--- src/rtl/aicd_ana_scan.sv ---
`default_nettype none
// ============================================================================
// Module   : aicd_ana_scan
// Purpose  : Analog channel scan controller. Visits every channel selected in
//            a latched mask in ascending order. Each visit is a break-before-
//            make gap with all switches open, a programmable settle interval
//            with the channel switch closed, and a fixed-length comparator
//            sampling window. The comparator ones-count for each channel is
//            kept in a readable result bank.
// Ports    : clk, rst        - clock, synchronous active-high reset
//            start, abort    - begin a scan (IDLE only) / cancel a running scan
//            chan_mask       - channels to scan, latched at start
//            settle          - settle cycles per channel, latched at start
//                              (0 is treated as 1)
//            cmp_in          - comparator output, already synchronous to clk
//            sw_en, samp     - registered switch enables / sampling strobe
//            busy, done      - scan in progress / one-cycle completion pulse
//            rd_sel, rd_data - combinational read port of the result bank
// Revision : 1.0 - initial release
// ============================================================================
module aicd_ana_scan #(
  parameter int NCH      = 6,
  parameter int DEAD     = 2,
  parameter int NSAMP    = 16,
  parameter int SETTLE_W = 8,
  parameter int CNT_W    = $clog2(NSAMP) + 1
) (
  input  logic                clk,
  input  logic                rst,
  input  logic                start,
  input  logic                abort,
  input  logic [NCH-1:0]      chan_mask,
  input  logic [SETTLE_W-1:0] settle,
  input  logic                cmp_in,
  output logic [NCH-1:0]      sw_en,
  output logic                samp,
  output logic                busy,
  output logic                done,
  input  logic [2:0]          rd_sel,
  output logic [CNT_W-1:0]    rd_data
);

  localparam int C_CH_W  = (NCH > 1) ? $clog2(NCH) : 1;
  localparam int C_W_A   = (SETTLE_W > CNT_W) ? SETTLE_W : CNT_W;
  localparam int C_W_D   = $clog2(DEAD + 1);
  // One shared interval timer must cover the dead, settle and sample phases.
  localparam int C_TMR_W = (C_W_A > C_W_D) ? C_W_A : C_W_D;

  typedef enum logic [2:0] {
    S_IDLE   = 3'd0,
    S_DEAD   = 3'd1,
    S_SETTLE = 3'd2,
    S_SAMPLE = 3'd3,
    S_STORE  = 3'd4
  } state_t;

  state_t              r_state, w_state_n;
  logic [C_TMR_W-1:0]  r_tmr, w_tmr_n;
  logic [C_CH_W-1:0]   r_ch, w_ch_n;
  logic [CNT_W-1:0]    r_acc, w_acc_n;
  logic [NCH-1:0]      r_mask, w_mask_n;
  logic [SETTLE_W-1:0] r_settle, w_settle_n;
  logic [NCH-1:0]      r_sw_en, w_sw_en_n;
  logic                r_samp, w_samp_n;
  logic                r_done, w_done_n;
  logic                w_store;
  logic [CNT_W-1:0]    r_result [NCH];

  logic [C_CH_W-1:0]   w_first_ch;
  logic [C_CH_W-1:0]   w_nxt_ch;
  logic                w_nxt_found;
  logic [C_TMR_W-1:0]  w_settle_len;

  // Lowest set bit of the incoming mask (descending scan so lowest wins).
  always_comb begin
    w_first_ch = '0;
    for (int i = NCH - 1; i >= 0; i--) begin
      if (chan_mask[i]) w_first_ch = C_CH_W'(i);
    end
  end

  // Next set bit of the latched mask strictly above the current channel.
  always_comb begin
    w_nxt_ch    = '0;
    w_nxt_found = 1'b0;
    for (int i = NCH - 1; i >= 0; i--) begin
      if (r_mask[i] && (i > int'(r_ch))) begin
        w_nxt_ch    = C_CH_W'(i);
        w_nxt_found = 1'b1;
      end
    end
  end

  assign w_settle_len = (r_settle == '0) ? C_TMR_W'(1) : C_TMR_W'(r_settle);

  // Next-state and next-output logic.
  always_comb begin
    w_state_n  = r_state;
    w_tmr_n    = r_tmr;
    w_ch_n     = r_ch;
    w_acc_n    = r_acc;
    w_mask_n   = r_mask;
    w_settle_n = r_settle;
    w_done_n   = 1'b0;
    w_store    = 1'b0;

    unique case (r_state)
      S_IDLE: begin
        if (start) begin
          if (chan_mask != '0) begin
            w_mask_n   = chan_mask;
            w_settle_n = settle;
            w_ch_n     = w_first_ch;
            w_tmr_n    = '0;
            w_state_n  = S_DEAD;
          end else begin
            w_done_n = 1'b1;
          end
        end
      end
      S_DEAD: begin
        if (r_tmr == C_TMR_W'(DEAD - 1)) begin
          w_tmr_n   = '0;
          w_state_n = S_SETTLE;
        end else begin
          w_tmr_n = r_tmr + C_TMR_W'(1);
        end
      end
      S_SETTLE: begin
        if (r_tmr == (w_settle_len - C_TMR_W'(1))) begin
          w_tmr_n   = '0;
          w_acc_n   = '0;
          w_state_n = S_SAMPLE;
        end else begin
          w_tmr_n = r_tmr + C_TMR_W'(1);
        end
      end
      S_SAMPLE: begin
        w_acc_n = r_acc + CNT_W'(cmp_in);
        if (r_tmr == C_TMR_W'(NSAMP - 1)) begin
          w_tmr_n   = '0;
          w_state_n = S_STORE;
        end else begin
          w_tmr_n = r_tmr + C_TMR_W'(1);
        end
      end
      S_STORE: begin
        w_store = 1'b1;
        if (w_nxt_found) begin
          w_ch_n    = w_nxt_ch;
          w_state_n = S_DEAD;
        end else begin
          w_done_n  = 1'b1;
          w_state_n = S_IDLE;
        end
      end
      default: begin
        w_state_n = S_IDLE;
      end
    endcase

    // Abort overrides everything: the in-flight channel is never written and
    // no completion pulse is produced.
    if (abort && (r_state != S_IDLE)) begin
      w_state_n = S_IDLE;
      w_tmr_n   = '0;
      w_store   = 1'b0;
      w_done_n  = 1'b0;
    end

    // Outputs are registered, so they are decoded from the next state. Every
    // channel is entered via DEAD, so sw_en always passes through zero.
    w_sw_en_n = '0;
    if ((w_state_n == S_SETTLE) || (w_state_n == S_SAMPLE)) begin
      w_sw_en_n = NCH'(1) << w_ch_n;
    end
    w_samp_n = (w_state_n == S_SAMPLE);
  end

  always_ff @(posedge clk) begin
    if (rst) begin
      r_state  <= S_IDLE;
      r_tmr    <= '0;
      r_ch     <= '0;
      r_acc    <= '0;
      r_mask   <= '0;
      r_settle <= '0;
      r_sw_en  <= '0;
      r_samp   <= 1'b0;
      r_done   <= 1'b0;
      for (int i = 0; i < NCH; i++) begin
        r_result[i] <= '0;
      end
    end else begin
      r_state  <= w_state_n;
      r_tmr    <= w_tmr_n;
      r_ch     <= w_ch_n;
      r_acc    <= w_acc_n;
      r_mask   <= w_mask_n;
      r_settle <= w_settle_n;
      r_sw_en  <= w_sw_en_n;
      r_samp   <= w_samp_n;
      r_done   <= w_done_n;
      for (int i = 0; i < NCH; i++) begin
        if (w_store && (r_ch == C_CH_W'(i))) r_result[i] <= r_acc;
      end
    end
  end

  assign sw_en = r_sw_en;
  assign samp  = r_samp;
  assign busy  = (r_state != S_IDLE);
  assign done  = r_done;

  // Out-of-range read indices return zero.
  always_comb begin
    rd_data = '0;
    for (int i = 0; i < NCH; i++) begin
      if (rd_sel == 3'(i)) rd_data = r_result[i];
    end
  end

endmodule
`default_nettype wire

--- config.mk ---
export PLATFORM = sky130hd
export DESIGN_NAME = aicd_ana_scan
export DESIGN_NICKNAME = d
export VERILOG_FILES = /design/src/rtl/aicd_ana_scan.sv
export SDC_FILE = /design/constraint.sdc
export NUM_CORES = 1
export LEC_CHECK = 0
export CORE_AREA = 2 2 122 94
export CTS_BUF_LIST = sky130_fd_sc_hd__clkbuf_8
export CTS_CLUSTER_SIZE = 8
export DETAILED_ROUTE_END_ITERATION = 6
export DIE_AREA = 0 0 124 96
export SLEW_MARGIN = 25
export SYNTH_ARGS = -nofsm -noshare
export SYNTH_HDL_FRONTEND = slang
export SYNTH_SLANG_ARGS = --single-unit
--- constraint.sdc ---
create_clock -name clk -period 4.17 [get_ports clk]
set_input_delay 1.251 -clock clk [delete_from_list [all_inputs] [get_ports clk]]
set_output_delay 1.251 -clock clk [all_outputs]
set_load 0.05 [all_outputs]
# Word-level counts from Yosys, hierarchy flattened
# Memory sizes are Yosys's and may differ from the RTL's.
# Cells that the tools add are included.
# word_totals
inputBits	22
regBits	41
mem_bits_ro	0
word_cells	149
ram_bits	30
memories	1
latchBits	0
output_inout_bits	14
# memory_table
memory	words	width	read_ports	rd_clocked_by_memory_dff	wr	line	rtl
r_result	6	5	6	0	6	67	logic [CNT_W-1:0] r_result [NCH];
# classes
n_mul	0
muxes	75
n_div	0
add_sub_neg	3
shifts	1
n_bitwise	7
order_cmp	5
n_eq_ne	22
reduce_logical	26
# ops
op	count
$mux W5	13
$mux W3	20
$mux W8	6
$pmux W8 S4	1
$mux W1	31
$eq A3 B2 Y1 const B	8
$eq A3 B3 Y1 const B	5
$pmux W3 S5	1
$logic_and A1 B1 Y1	12
$pmux W5 S2	1
$eq A3 B1 Y1 const B	3
$logic_not A3 Y1	3
$add A8 B1 Y8 const B	1
$eq A8 B1 Y1 const B	1
$eq A8 B4 Y1 const B	1
$eq A8 B8 Y1	1
$logic_not A8 Y1	1
$sub A8 B1 Y8 const B	1
$gt A2 B3 Y1 const A	2
$gt A3 B3 Y1 const A	2
$ne A2 B2 Y1 const B	3
$or A1 B1 Y1	6
$pmux W3 S2	1
$reduce_and A3 Y1	2
other kinds (12)	13

# Depth between registers and ports, before layout
# depth
ltp_word	14
mapped_depth	11
mapped_depth_nobuf	10

# Least setup slack after synthesis
# OpenSTA, ideal clock, no wires.
# synth_timing
kind	input to output
start	input rd_sel[0]
end	output rd_data[0]
path_buffers	2
setup_slack_ns	0.008
t_arrival_ns	2.911
t_required_ns	2.919
path_stages	4
path_cell_list	clkbuf_1 buf_1 a31oi_1 o221ai_1
# synth_via
elab_chain_cells	7
elab_cells_between_ends	12
classes_between	5 x eq/ne; 6 x mux; 1 x reduce/logical
# synth_rtl
item	line	rtl
from (decl)	39	input logic [2:0] rd_sel,
$logic_not A3 Y1	219	if (rd_sel == 3'(i)) rd_data = r_result[i];
$mux W5 (5 in a row)	219	
$mux W5 *	219	
to (decl)	40	output logic [CNT_W-1:0] rd_data
# Mark *: on every way between the ends. The rest lies on a longest branch, timed or not.

# Worst setup path after layout
# layout_timing
start	input rd_sel[1]
end	output rd_data[3]
# The elaborated chain is that of the path after synthesis.

==> impl_metrics.json <==
{
  "drcViolationCount": 0,
  "portBuffers": 35,
  "yosys_most_used_dff": "dfxtp_1",
  "max_slew_margin_pct": 45.4,
  "hp-start": "r_mask[2]$_SDFFE_PP0P_",
  "tns_ns": 0,
  "fill_cells": 1109,
  "ant_nets": 0,
  "reg2reg_depth": 10,
  "grtUsageMet1_pct": 20.5,
  "grt_use_total_pct": 15.0,
  "drt-pass1-iter-count": 4,
  "fmax_ghz": 0.251,
  "vias": 2920,
  "wl_per_cell_um": 14.2,
  "rsz0062_at_grt": "no",
  "async_reset_ff_share_pct": 0,
  "totalWireLength_um": 8260,
  "cp.required_ns": 2.92,
  "ir_drop_uv": 173,
  "skew_ns": 0.00691,
  "cts_setup_buffers": 0,
  "cts.sinks": 70,
  "setup.worst_path.start_class": "primary input",
  "max_stage_delay_ns": 0.58,
  "reg2reg_to": "samp$_SDFF_PP0_",
  "antennaDiodeCount": 0,
  "cts_tree": "done",
  "start_util_pct": 34.3,
  "synth_nets": 435,
  "crit_end": "rd_data[3]",
  "setup_viol": 0,
  "ioPinCount": 36,
  "yosys_warnings": 0,
  "hold_violations": 0,
  "cts_buffers": 9,
  "die_h_um": 96,
  "fin_util_pct": 41.0,
  "antenna_found_initial": 0,
  "crit_fanout": 12,
  "hold_depth": 2,
  "period_needed_ns": 3.99,
  "area.growth.synth_to_final_pct": 19.7,
  "synth-seq-cells": 70,
  "crit_start": "rd_sel[1]",
  "critPathKind": "in2out",
  "die_w_um": 124,
  "cp-end-kind": "output pin",
  "netlist-cell-type-count": 59,
  "drv_slew": 0,
  "grt_pass1_wl_um": 13500,
  "grt_overflow_total": 0,
  "drv_cap": 0,
  "worstMarginPinSlew_ns": 0.817,
  "power_density_nw_per_um2": 379,
  "finalCritPeriodShare_pct": 95.7,
  "r2r-start": "r_settle[3]$_SDFFE_PP0P_",
  "grt_pass1_vias": 2679,
  "leakage_nw": 1.63,
  "syn_area_per_cell_um2": 9.02,
  "status": "completed",
  "grt_util_met2_pct": 22.6,
  "die_area_um2": 11900,
  "synth_edf_count": 30,
  "htreeDepth": 3,
  "clkTransAtPathRegs_ns": 0.07,
  "core_area_um2": 10700,
  "drt_iter0_drc": 128,
  "worstPathArrival_ns": 2.74,
  "dp_hpwl_um": 6020,
  "rrSetupSlack_ns": 1.41,
  "grt_busiest_layer": "met2",
  "grt_max_degree": 22,
  "gp_congestion": 0.853,
  "regArea_um2": 1700,
  "clk_latency_ns": 0.36,
  "via_per_inst": 5.02,
  "hp-class": "reg2reg",
  "nets": 464,
  "post_route_cells_drive_above_1_share_pct": 9.95,
  "synth_area_um2": 3680,
  "multiInputGateArea_um2": 1850,
  "rows": 33,
  "crit_chain": "clkdlybuf4s50_1, nand2b_1, o221ai_1, o31a_1, buf_12",
  "grt_use_met3_pct": 3.91,
  "critPathSlowestCell": "clkdlybuf4s50_1",
  "cts_root_buffer": "clkbuf_8",
  "syn-instance-count": 408,
  "synth_seq_area_share_pct": 46.2,
  "cts_buffer_depth": 2
}
[critical path: cells and delay by family]
| kind | cells | cell delay, ns |
|---|---|---|
| and+or+nand+nor | 1 | 0.31 |
| AOI/OAI and AO/OA | 2 | 0.45 |
| buffers and inverters | 2 | 0.73 |
[layout make-up]
type | instances | area share, %
Tap cell | 140 | 3.98
Multi-Input combinational cell | 305 | 42.0
Clock inverter | 6 | 1.82
Inverter | 13 | 1.11
Clock buffer | 10 | 3.13
Sequential cell | 70 | 38.6
Timing Repair Buffer | 38 | 9.38
[state kept, by name, summed over array words and instances, names as in the netlist]
name and count:
r_mask 5, r_ch 3, r_state 3, r_result 30
r_settle 8, sw_en 6, r_acc 5, samp 1
done 1, r_tmr 8
[cell usage in the layout (no fill, tap or decap), types with 5 or more instances in the layout]
cell type / netlist / routed
nor2_1: 40 / 40
o221ai_1: 5 / 5
clkbuf_8: 0 / 10
a21oi_1: 29 / 29
o21ai_0: 10 / 10
xnor2_1: 7 / 7
clkdlybuf4s50_1: 0 / 29
nor2b_1: 5 / 5
a31oi_1: 8 / 8
inv_1: 10 / 12
nand3_1: 6 / 6
and2_1: 34 / 34
mux2i_1: 9 / 9
o22ai_1: 7 / 7
nor3_1: 11 / 11
ha_1: 5 / 5
nand2_1: 56 / 56
edfxtp_1: 30 / 30
dfxtp_1: 40 / 40
nand2b_1: 8 / 8
[per-stage QoR]
stage | cell area [µm²] | hold slack, ns | setup WS (ns) | cells | power [mW]
floorplan | 3680 | 0.437 | 0.00801 | 408 | 0.986
global placement | 4180 | 0.450 | 0.116 | 566 | 1.07
detailed placement | 4180 | 0.454 | 0.0642 | 566 | 1.08
CTS | 4400 | 0.463 | 0.0524 | 582 | 1.69
global route | 4400 | 0.490 | 0.0488 | 582 | 1.74
finish | 4400 | 0.462 | 0.178 | 582 | 1.67
[logic make-up after synthesis]
| kind of cell | synth area share [%] |
|---|---|
| AND/OR/NAND/NOR | 27.6 |
| flip-flops | 46.2 |
| multiplexers | 3.06 |
| AO/OA/AOI/OAI | 15.1 |
| buffers and inverters | 3.67 |
| XOR/XNOR | 2.62 |
| adder cells (fa/ha/maj) | 1.70 |
[metal layers]
| metal | up-vias | routed length [µm] |
|---|---|---|
| li1 | 1495 | - |
| met2 | 67 | 3600 |
| met5 | - | 0 |
| met1 | 1346 | 4070 |
| met3 | 12 | 453 |
| met4 | 0 | 134 |
[how the worst min path moves through the flow]
| stage | end |
|---|---|
| CTS | r_mask[2]$_SDFFE_PP0P_ |
| finish | r_mask[2]$_SDFFE_PP0P_ |
| global placement | r_mask[2]$_SDFFE_PP0P_ |
| global route | r_mask[2]$_SDFFE_PP0P_ |
| detailed placement | r_mask[2]$_SDFFE_PP0P_ |
| floorplan | r_mask[1]$_SDFFE_PP0P_ |
[what timing repair did]
action                                  CTS  global route
gates resized for setup                   0             2
hold buffers                              0             0
endpoints found under the setup margin    0             4
[cells in the mapped netlist (all sizes together) (4+ instances only)]
cell,instances,area (µm²)
ha,5,62.6
inv,13,48.8
o21ai,17,100
clkbuf,15,56.3
xnor2,7,61.3
nor3,13,75.1
nor4,5,58.8
nor2,43,174
o221ai,5,43.8
buf,5,30.0
nor2b,5,31.3
xor2,4,35.0
o22ai,7,43.8
and3,4,25.0
nand3,6,30.0
a21oi,29,145
nand2,57,216
nand2b,8,50.1
and2,34,213
a31oi,8,50.1
dfxtp,40,801
nand4,4,31.3
edfxtp,30,901
mux2i,9,90.1
[power by group]
group	internal [mW]	switching (mW)	leakage [nW]
Clock	0.348	0.258	0.115
Combinational	0.120	0.167	0.892
Sequential	0.741	0.0356	0.627
(Power assumes the default switching activity.)
